`config.mk`:
```
export PLATFORM = sky130hd
export DESIGN_NAME = seg7_capture
export DESIGN_NICKNAME = d
export VERILOG_FILES = /design/src/rtl/seg7_pkg.sv /design/src/rtl/seg7_decode.sv /design/src/rtl/seg7_capture.sv
export SDC_FILE = /design/constraint.sdc
export NUM_CORES = 1
export LEC_CHECK = 0
export BUFFER_PORTS_ARGS = -buffer_cell sky130_fd_sc_hd__clkbuf_2
export CORE_MARGIN = 2
export CORE_UTILIZATION = 25
export CTS_CLUSTER_SIZE = 16
export DETAILED_ROUTE_END_ITERATION = 8
export PLACE_DENSITY_LB_ADDON = 0.05
export SLEW_MARGIN = 20
export SYNTH_ARGS = -nofsm -noshare
export SYNTH_HDL_FRONTEND = slang
export SYNTH_SLANG_ARGS = --single-unit
export TNS_END_PERCENT = 50
```
`constraint.sdc`:
```
create_clock -name CLK -period 2.5 [get_ports CLK]
set_input_delay 0.25 -clock CLK [delete_from_list [all_inputs] [get_ports CLK]]
set_output_delay 0.25 -clock CLK [all_outputs]
set_load 0.1 [all_outputs]
```
`src/rtl/seg7_pkg.sv`:
```
// Shared seven-segment definitions: glyph table, bit positions, bus payload.
// Glyph order matches the display encoder so both ends use one table.
package seg7_pkg;

  // Bit positions on the {dp,g,f,e,d,c,b,a} bus
  localparam int unsigned SEG_A  = 0;
  localparam int unsigned SEG_B  = 1;
  localparam int unsigned SEG_C  = 2;
  localparam int unsigned SEG_D  = 3;
  localparam int unsigned SEG_E  = 4;
  localparam int unsigned SEG_F  = 5;
  localparam int unsigned SEG_G  = 6;
  localparam int unsigned SEG_DP = 7;

  localparam int unsigned SEG_W      = 7;
  localparam int unsigned BUS_W      = 8;
  localparam int unsigned DIGIT_W    = 4;
  localparam int unsigned NUM_GLYPHS = 16;
  localparam int unsigned ERR_CNT_W  = 8;

  // Hex glyphs, active-high, bit 0 = segment a
  localparam logic [SEG_W-1:0] GLYPH_0 = 7'h3F;
  localparam logic [SEG_W-1:0] GLYPH_1 = 7'h06;
  localparam logic [SEG_W-1:0] GLYPH_2 = 7'h5B;
  localparam logic [SEG_W-1:0] GLYPH_3 = 7'h4F;
  localparam logic [SEG_W-1:0] GLYPH_4 = 7'h66;
  localparam logic [SEG_W-1:0] GLYPH_5 = 7'h6D;
  localparam logic [SEG_W-1:0] GLYPH_6 = 7'h7D;
  localparam logic [SEG_W-1:0] GLYPH_7 = 7'h07;
  localparam logic [SEG_W-1:0] GLYPH_8 = 7'h7F;
  localparam logic [SEG_W-1:0] GLYPH_9 = 7'h6F;
  localparam logic [SEG_W-1:0] GLYPH_A = 7'h77;
  localparam logic [SEG_W-1:0] GLYPH_B = 7'h7C;
  localparam logic [SEG_W-1:0] GLYPH_C = 7'h39;
  localparam logic [SEG_W-1:0] GLYPH_D = 7'h5E;
  localparam logic [SEG_W-1:0] GLYPH_E = 7'h79;
  localparam logic [SEG_W-1:0] GLYPH_F = 7'h71;

  localparam logic [SEG_W-1:0] BLANK = 7'h00;

  // Table indexed by digit value: GLYPHS[d] is the pattern for d
  localparam logic [NUM_GLYPHS-1:0][SEG_W-1:0] GLYPHS = {
    GLYPH_F, GLYPH_E, GLYPH_D, GLYPH_C,
    GLYPH_B, GLYPH_A, GLYPH_9, GLYPH_8,
    GLYPH_7, GLYPH_6, GLYPH_5, GLYPH_4,
    GLYPH_3, GLYPH_2, GLYPH_1, GLYPH_0
  };

  // One sample of the segment bus; dp sits at bit SEG_DP
  typedef struct packed {
    logic             dp;
    logic [SEG_W-1:0] seg;
  } seg_bus_t;

  // Classification of an accepted pattern
  typedef enum logic [1:0] {
    CLASS_GLYPH = 2'd0,
    CLASS_BLANK = 2'd1,
    CLASS_ERR   = 2'd2
  } seg_class_e;

  // Pattern for a digit, shared with the encoder side
  function automatic logic [SEG_W-1:0] glyph_of(input logic [DIGIT_W-1:0] digit);
    return GLYPHS[digit];
  endfunction

endpackage

```
`src/rtl/seg7_decode.sv`:
```
// Combinational decode of seg[6:0] back to a hex digit.
// Ports:
//   seg        - segment pattern {g,f,e,d,c,b,a}
//   hit_c      - pattern is one of the 16 hex glyphs
//   is_blank_c - all segments off
//   digit_c    - decoded digit (0 when not a hit)
module seg7_decode
  import seg7_pkg::*;
(
  input  logic [SEG_W-1:0]   seg,
  output logic               hit_c,
  output logic               is_blank_c,
  output logic [DIGIT_W-1:0] digit_c
);

  // Table search; glyphs are unique so at most one entry matches
  always_comb begin
    hit_c      = 1'b0;
    digit_c    = '0;
    is_blank_c = (seg == BLANK);
    for (int unsigned i = 0; i < NUM_GLYPHS; i++) begin
      if (seg == GLYPHS[i]) begin
        hit_c   = 1'b1;
        digit_c = DIGIT_W'(i);
      end
    end
  end

endmodule

```
`src/rtl/seg7_capture.sv`:
```
// Loopback receiver for the seven-segment bus: synchronizes the raw lines,
// waits for a pattern to hold for STABLE_CYCLES samples, then reports it
// once as a hex digit, a blank, or an error.
// Ports:
//   CLK, RST_N  - clock, async active-low reset
//   i_seg       - raw segment lines {dp,g,f,e,d,c,b,a}
//   o_val       - last decoded hex digit
//   o_dp        - dp of last accepted pattern
//   o_valid     - 1-cycle pulse, glyph accepted
//   o_blank     - 1-cycle pulse, blank accepted
//   o_err       - 1-cycle pulse, undecodable pattern accepted
//   o_err_count - saturating count of o_err pulses
module seg7_capture
  import seg7_pkg::*;
#(
  parameter int unsigned STABLE_CYCLES = 16
)(
  input  logic                 CLK,
  input  logic                 RST_N,
  input  logic [BUS_W-1:0]     i_seg,
  output logic [DIGIT_W-1:0]   o_val,
  output logic                 o_dp,
  output logic                 o_valid,
  output logic                 o_blank,
  output logic                 o_err,
  output logic [ERR_CNT_W-1:0] o_err_count
);

  localparam int unsigned CNT_W = (STABLE_CYCLES > 1) ? $clog2(STABLE_CYCLES) : 1;
  localparam logic [CNT_W-1:0]     CNT_MAX = CNT_W'(STABLE_CYCLES - 1);
  localparam logic [ERR_CNT_W-1:0] ERR_MAX = '1;

  logic [BUS_W-1:0]   sync_meta;
  seg_bus_t           sync_q;
  seg_bus_t           cand_q;
  seg_bus_t           acc_q;
  logic [CNT_W-1:0]   cnt_q;

  logic               same_c;
  logic               accept_c;
  logic               hit_c;
  logic               blank_c;
  logic [DIGIT_W-1:0] digit_c;
  seg_class_e         class_c;

  // Two-flop synchronizer on the asynchronous segment lines
  always_ff @(posedge CLK or negedge RST_N) begin
    if (!RST_N) begin
      sync_meta <= '0;
      sync_q    <= '0;
    end else begin
      sync_meta <= i_seg;
      sync_q    <= seg_bus_t'(sync_meta);
    end
  end

  assign same_c = (sync_q == cand_q);

  // Stability filter: any change reloads the candidate and restarts counting
  always_ff @(posedge CLK or negedge RST_N) begin
    if (!RST_N) begin
      cand_q <= '0;
      cnt_q  <= '0;
    end else if (!same_c) begin
      cand_q <= sync_q;
      cnt_q  <= '0;
    end else if (cnt_q != CNT_MAX) begin
      cnt_q <= cnt_q + CNT_W'(1);
    end
  end

  // Report only stable patterns that differ from the last one reported
  assign accept_c = same_c && (cnt_q == CNT_MAX) && (cand_q != acc_q);

  seg7_decode u_decode (
    .seg        (cand_q.seg),
    .hit_c      (hit_c),
    .is_blank_c (blank_c),
    .digit_c    (digit_c)
  );

  // Classification priority: glyph, then blank, else error
  always_comb begin
    class_c = CLASS_ERR;
    if (hit_c) begin
      class_c = CLASS_GLYPH;
    end else if (blank_c) begin
      class_c = CLASS_BLANK;
    end
  end

  // Accepted pattern, result registers and one-cycle pulses
  always_ff @(posedge CLK or negedge RST_N) begin
    if (!RST_N) begin
      acc_q       <= '0;
      o_val       <= '0;
      o_dp        <= 1'b0;
      o_valid     <= 1'b0;
      o_blank     <= 1'b0;
      o_err       <= 1'b0;
      o_err_count <= '0;
    end else begin
      o_valid <= 1'b0;
      o_blank <= 1'b0;
      o_err   <= 1'b0;
      if (accept_c) begin
        acc_q <= cand_q;
        o_dp  <= cand_q.dp;
        unique case (class_c)
          CLASS_GLYPH: begin
            o_val   <= digit_c;
            o_valid <= 1'b1;
          end
          CLASS_BLANK: begin
            o_blank <= 1'b1;
          end
          default: begin
            o_err <= 1'b1;
            if (o_err_count != ERR_MAX) begin
              o_err_count <= o_err_count + ERR_CNT_W'(1);
            end
          end
        endcase
      end
    end
  end

endmodule

```
* Word-level counts from Yosys, hierarchy flattened *
Index checks and enable logic that the tools add are counted.

cells by class
  eq/ne operators = 23
  add/subtract/negate cells = 2
  reduce and logical (&&, ||, !) cells = 7
  multiplexer cells = 41
  bitwise operators = 1

operators with widths
  kind                   number
  $eq A7 B7 Y1 const B   12
  $mux W4                10
  $mux W1                23
  $eq A7 B3 Y1 const B   2
  $eq A7 B6 Y1 const B   2
  $mux W3                4
  $add A8 B1 Y8 const B  1
  $eq A8 B8 Y1           1
  $mux W2                4
  $ne A8 B8 Y1           1
  $ne A8 B8 Y1 const B   1
  $logic_not A7 Y1       1
  $add A4 B1 Y4 const B  1
  $eq A4 B4 Y1 const B   1
  $ne A4 B4 Y1 const B   1
  $reduce_and A3 Y1      1
  $eq A2 B1 Y1 const B   1
  $logic_and A1 B1 Y1    2
  $logic_not A2 Y1       1
  $ne A2 B1 Y1 const B   1
  $reduce_and A2 Y1      1
  $reduce_or A2 Y1       1
  $not A1 Y1             1

word-level totals
  output and inout bits = 16
  register bits = 51
  logic and storage cells = 87

* Longest topological paths before layout *
  depth in word-level cells = 22
  mapped depth = 8

* By module *
Synthesis repeated with hierarchy kept, for this count alone.

second synthesis, totals
  cell total of the unflattened synthesis = 195
  area, all modules = 2,309.7 µm²

modules (own cells, without submodules)
  module        cells an instance  instances  area an instance (µm²)  sequential area each (µm²)
  seg7_capture  140                1          1,954.4                 1,276.2
  seg7_decode   55                 1          355.3                   0.0

* Worst setup path before layout *
OpenSTA, ideal clock, no wires.

  kind = register to register
  start = register o_err_count[0]
  end = register o_err_count[1]
  slack = 0.341 ns
  arrival = 2.033 ns
  library setup time = 0.126 ns
  cell stages (with the launch flop) = 7
  required time = 2.374 ns
  path buffers = 0
  cell sequence = dfrtp_1 > ha_1 > nand3_1 > nor2_1 > nor2_1 > nand4_4 > mux2_2

on the way
  word-level cells in the longest chain between the ends = 2
  elaborated cells on any way between the ends = 3
  those cells by class = add/sub (1); eq/ne (1); reduce/logical (1)

RTL lines
  what                                                   line                 text
  start: declaration                                     seg7_capture.sv:26   output logic [ERR_CNT_W-1:0] o_err_count
  start signal: assignment                               seg7_capture.sv:120  o_err_count <= o_err_count + ERR_CNT_W'(1);
  branches (longest 2 deep; another with $add A8 B1 Y8)  n/a

Parallel ways; which one is timed is not known.
A chain may end at the register's enable or synchronous reset.

* Worst setup path in the final report *
  start = register cand_q[5] (netlist name)
  end = register o_err_count[1]

on the way
  word-level cells in the longest chain between the ends = 22
  elaborated cells on any way between the ends = 44
  those cells by class = eq/ne (19); mux (18); bitwise (1); reduce/logical (6)

RTL lines
  what                                                     line                 text
  start: declaration                                       seg7_capture.sv:35   seg_bus_t cand_q;
  start signal: assignment                                 seg7_capture.sv:65   cand_q <= sync_q;
  $eq A7 B6 Y1                                             seg7_decode.sv:22    if (seg == GLYPHS[i]) begin
  $mux W1 (16 in a row)                                    seg7_decode.sv:22
  $mux W2                                                  seg7_capture.sv:85   if (hit_c) begin
  $eq A2 B1 Y1 / $logic_not A2 Y1 (equally long branches)  seg7_capture.sv:109  unique case (class_c)
  $reduce_or A2 Y1 (no source line)                        n/a
  $not A1 Y1 (no source line)                              n/a
  $reduce_and A3 Y1 (no source line) (*)                   n/a

Mark *: on every way between the ends. The rest lies on a longest branch, timed or not.

==> results.md <==
- Post-CTS setup buffer count: 0
- Max_slew headroom: a little under two thirds
- CTS tree: built
- Ys Warns: 0
- Vias in the first global route: approximately 1.6k
- Crit-path cells: or4_4 > nor4_2 > nor2_1 > nand4_4 > mux2_2
- Mux cell area share after synthesis: approximately 6.5%
- Die Y: 101 um
- Kind of critical path: flop to flop
- First-pass GRT wire length: slightly above 8000 um
- Multi-input gate area: slightly below 1000 sq um
- Vias per cell: ~4.3
- H-tree Lvls: 2
- Root Driver: clkbuf_8
- Seq. cell area: roughly 1300 sq um
- CP arrival: approximately 2.5 ns
- Top FF cell, synth: dfrtp_1
- Number of flops mapped to enable cells by yosys: 0
- Io pins: 26
- CTS resizes: 0
- CP max stage delay: around 0.63 ns
- # fillers: around 940
- CTS max path bufs: 2
- Post-synth ARST share: 100%
- Library cells used by synthesis: 50
- RSZ-0062 raised after global routing: false
- Slew Viols, Final: 0
- Skew final: approximately 0.0050 ns
- Synth Area in Simple Gates: 16.5%
- Grt total ovfl: 0
- Crit path required time: 2.70 ns
- Startpoint Class: flop
- Avg Cell Area, Syn: 11.8 sq um
- Final hold violations: 0
- CTS Hold Bufs: 1
- Initial antenna violation count: 0
- Starting Density: roughly a quarter
- IO buf count: 25
- # DRC: 0
- Core area: between 9000 and 10000 sq um
- Seq cells post-synth: 51
- Clock latency on the worst-skew pair: approximately 0.30 ns
- Sink Count: 51
- Post-Synthesis Cells: approximately 200
- CTS Buf Count: 5
- Status: complete, no violations
- Die width: between 100 and 150 um
- Post-Synth XOR/XNOR Area: 9.22%
- Post-synthesis compound-gate area fraction: roughly 8%
- Leakage: approximately 1.2 nW
- Worst path bufs/invs: 0
- Die area: 10300 sq um
- PwrDens: between 500 and 600 nW/um^2
- Worst Path Max Fanout: 14
- Finished Core Util: a little under a third
- Clock transition at path regs: around 0.1 ns
- Largest net degree at the start of global routing: 34
- DR WL/cell: roughly 14 um
- CP max-delay cell: or4_4
- Netlist Area Pre-Place: around 2400 sq um
- Placer Congestion: between 0.7 and 0.8
- Post-Synth Adder-Cell Area: ~1.1%
- Worst hold path class: input pin to flop
- CP endpoint kind: flop
- Combinational family with the most area after synthesis: simple AND/OR/NAND/NOR gates
- Area Overhead vs Synth: 16.8%
- Sequential share of the synthesized area: 53.7%
- Drt pass-1 iters: 4
- Setup TNS: 0 ns
- Min Tclk post-route: ~2.3 ns
- Worst slew pin tran: between 0.5 and 0.6 ns
- FP Rows: 35
- Final cycle utilization of the critical path: between 90 and 100%
- First DRT Iteration DRCs: 29
- Fin nets: about 240
- Crit path max-delay family: simple AND/OR/NAND/NOR gates
- Routed Wire Length: between 4000 and 5000 um
- DP Wirelength: 3600 um
- Vias: around 1.5k
- Ant. Diodes: 0
- Highest clock rate: 0.439 GHz
- Final setup fails: 0
- Syn Nets: between 200 and 250
- Final ANT Viol Nets: 0
- Max cap viols: 0
- Layout cell share with drive strength beyond 1: roughly 31%
- Max IR drop VDD: roughly 0.26 mV
- Gr usage total: 10.4%
-- sequential cells by signal, indices dropped and copies added (netlist names) --
| register | flops |
|---|---|
| acc_q | 8 |
| cand_q | 8 |
| o_err_count | 8 |
| sync_meta | 8 |
| sync_q | 8 |
| cnt_q | 4 |
| o_val | 4 |
| o_blank | 1 |
| o_err | 1 |
| o_valid | 1 |
-- metal layers --
layer | vias to the layer above | GRT usage, % | wire length [um]
met2 | 28 | 16.7 | 2310
li1 | 746 | - | -
met3 | 9 | 2.83 | 180
met4 | 0 | 3.74 | 90
met1 | 757 | 13.5 | 2280
met5 | - | 0 | 0
-- worst paths after layout --
path / startpoint / to / cells past startpoint / slack (ns)
min in group asynchronous: RST_N / cand_q[2] / 2 / 0.43
setup / recovery: cand_q[5] / o_err_count[1] / 5 / 0.22
hold / removal: i_seg[2] / sync_meta[2] / 1 / 0.05
hold reg to reg: sync_meta[6] / sync_q[6] / 0 / 0.35
max in group asynchronous: RST_N / acc_q[5] / 3 / 1.28
setup reg to reg: cand_q[5] / o_err_count[1] / 5 / 0.22
-- cell usage after synthesis, types with 2 or more instances --
master	n	area, sq um
xor2_1	13	114
dfrtp_1	51	1280
nand2_1	13	48.8
nand3_1	9	45.0
o22ai_1	2	12.5
nand4_1	4	25.0
o21ai_0	2	10.0
mux2i_1	2	20.0
clkbuf_1	8	30.0
a31oi_1	2	12.5
ha_1	2	25.0
nor3_1	5	25.0
mux2_2	12	135
inv_1	6	22.5
nor4_2	2	25.0
nor3_2	5	50.1
buf_2	9	45.0
xnor2_1	12	105
nor2_1	9	33.8
a21oi_1	4	20.0
-- metrics by stage --
step	hold WS [ns]	total power, mW	std cells	area [sq um]	worst slack, ns
floorplan	-0.0456	0.947	202	2370	0.341
global placement	0.235	0.987	347	2640	0.314
detailed placement	0.254	0.988	347	2640	0.259
CTS	0.0303	1.61	356	2770	0.228
global route	0.0182	1.67	356	2770	0.0540
finish	0.0453	1.58	356	2770	0.222
-- layout by cell type, fill, tap and decap left out, types with 2 or more instances in the layout --
| cell type | count |
|---|---|
| nand4_1 | 4 |
| o21ai_0 | 2 |
| clkbuf_8 | 6 |
| nor4_2 | 2 |
| nor3_1 | 5 |
| o22ai_1 | 2 |
| dfrtp_1 | 51 |
| a31oi_1 | 2 |
| a21oi_1 | 4 |
| clkbuf_2 | 25 |
| mux2i_1 | 2 |
| nand3_1 | 9 |
| nor2_1 | 9 |
| xor2_1 | 13 |
| ha_1 | 2 |
| nor3_2 | 5 |
| buf_4 | 10 |
| inv_1 | 6 |
| xnor2_1 | 12 |
| nand2_1 | 13 |
| mux2_2 | 12 |
-- where the power goes --
part	internal, mW	leakage, nW	switching, mW
clock network	0.330	0.0618	0.281
registers	0.844	0.657	0.0278
logic	0.0415	0.485	0.0560
-- cells by family (layout without fill, tap and decap cells) --
group	after synthesis	after routing
xor+xnor	25	25
mux	14	14
compound gates	24	24
flops	51	51
fa+ha+maj	2	2
buf+inv	25	50
simple gates	61	61
-- cell type report --
type	instances	area share [%]
clock inverters	2	1.40
multi-input cells	126	35.4
well taps	129	5.82
inverters	6	0.812
flip-flops and latches	51	46.0
repair buffers	36	7.58
clock buffers	6	2.98
Power figures use the tool's default switching activity.
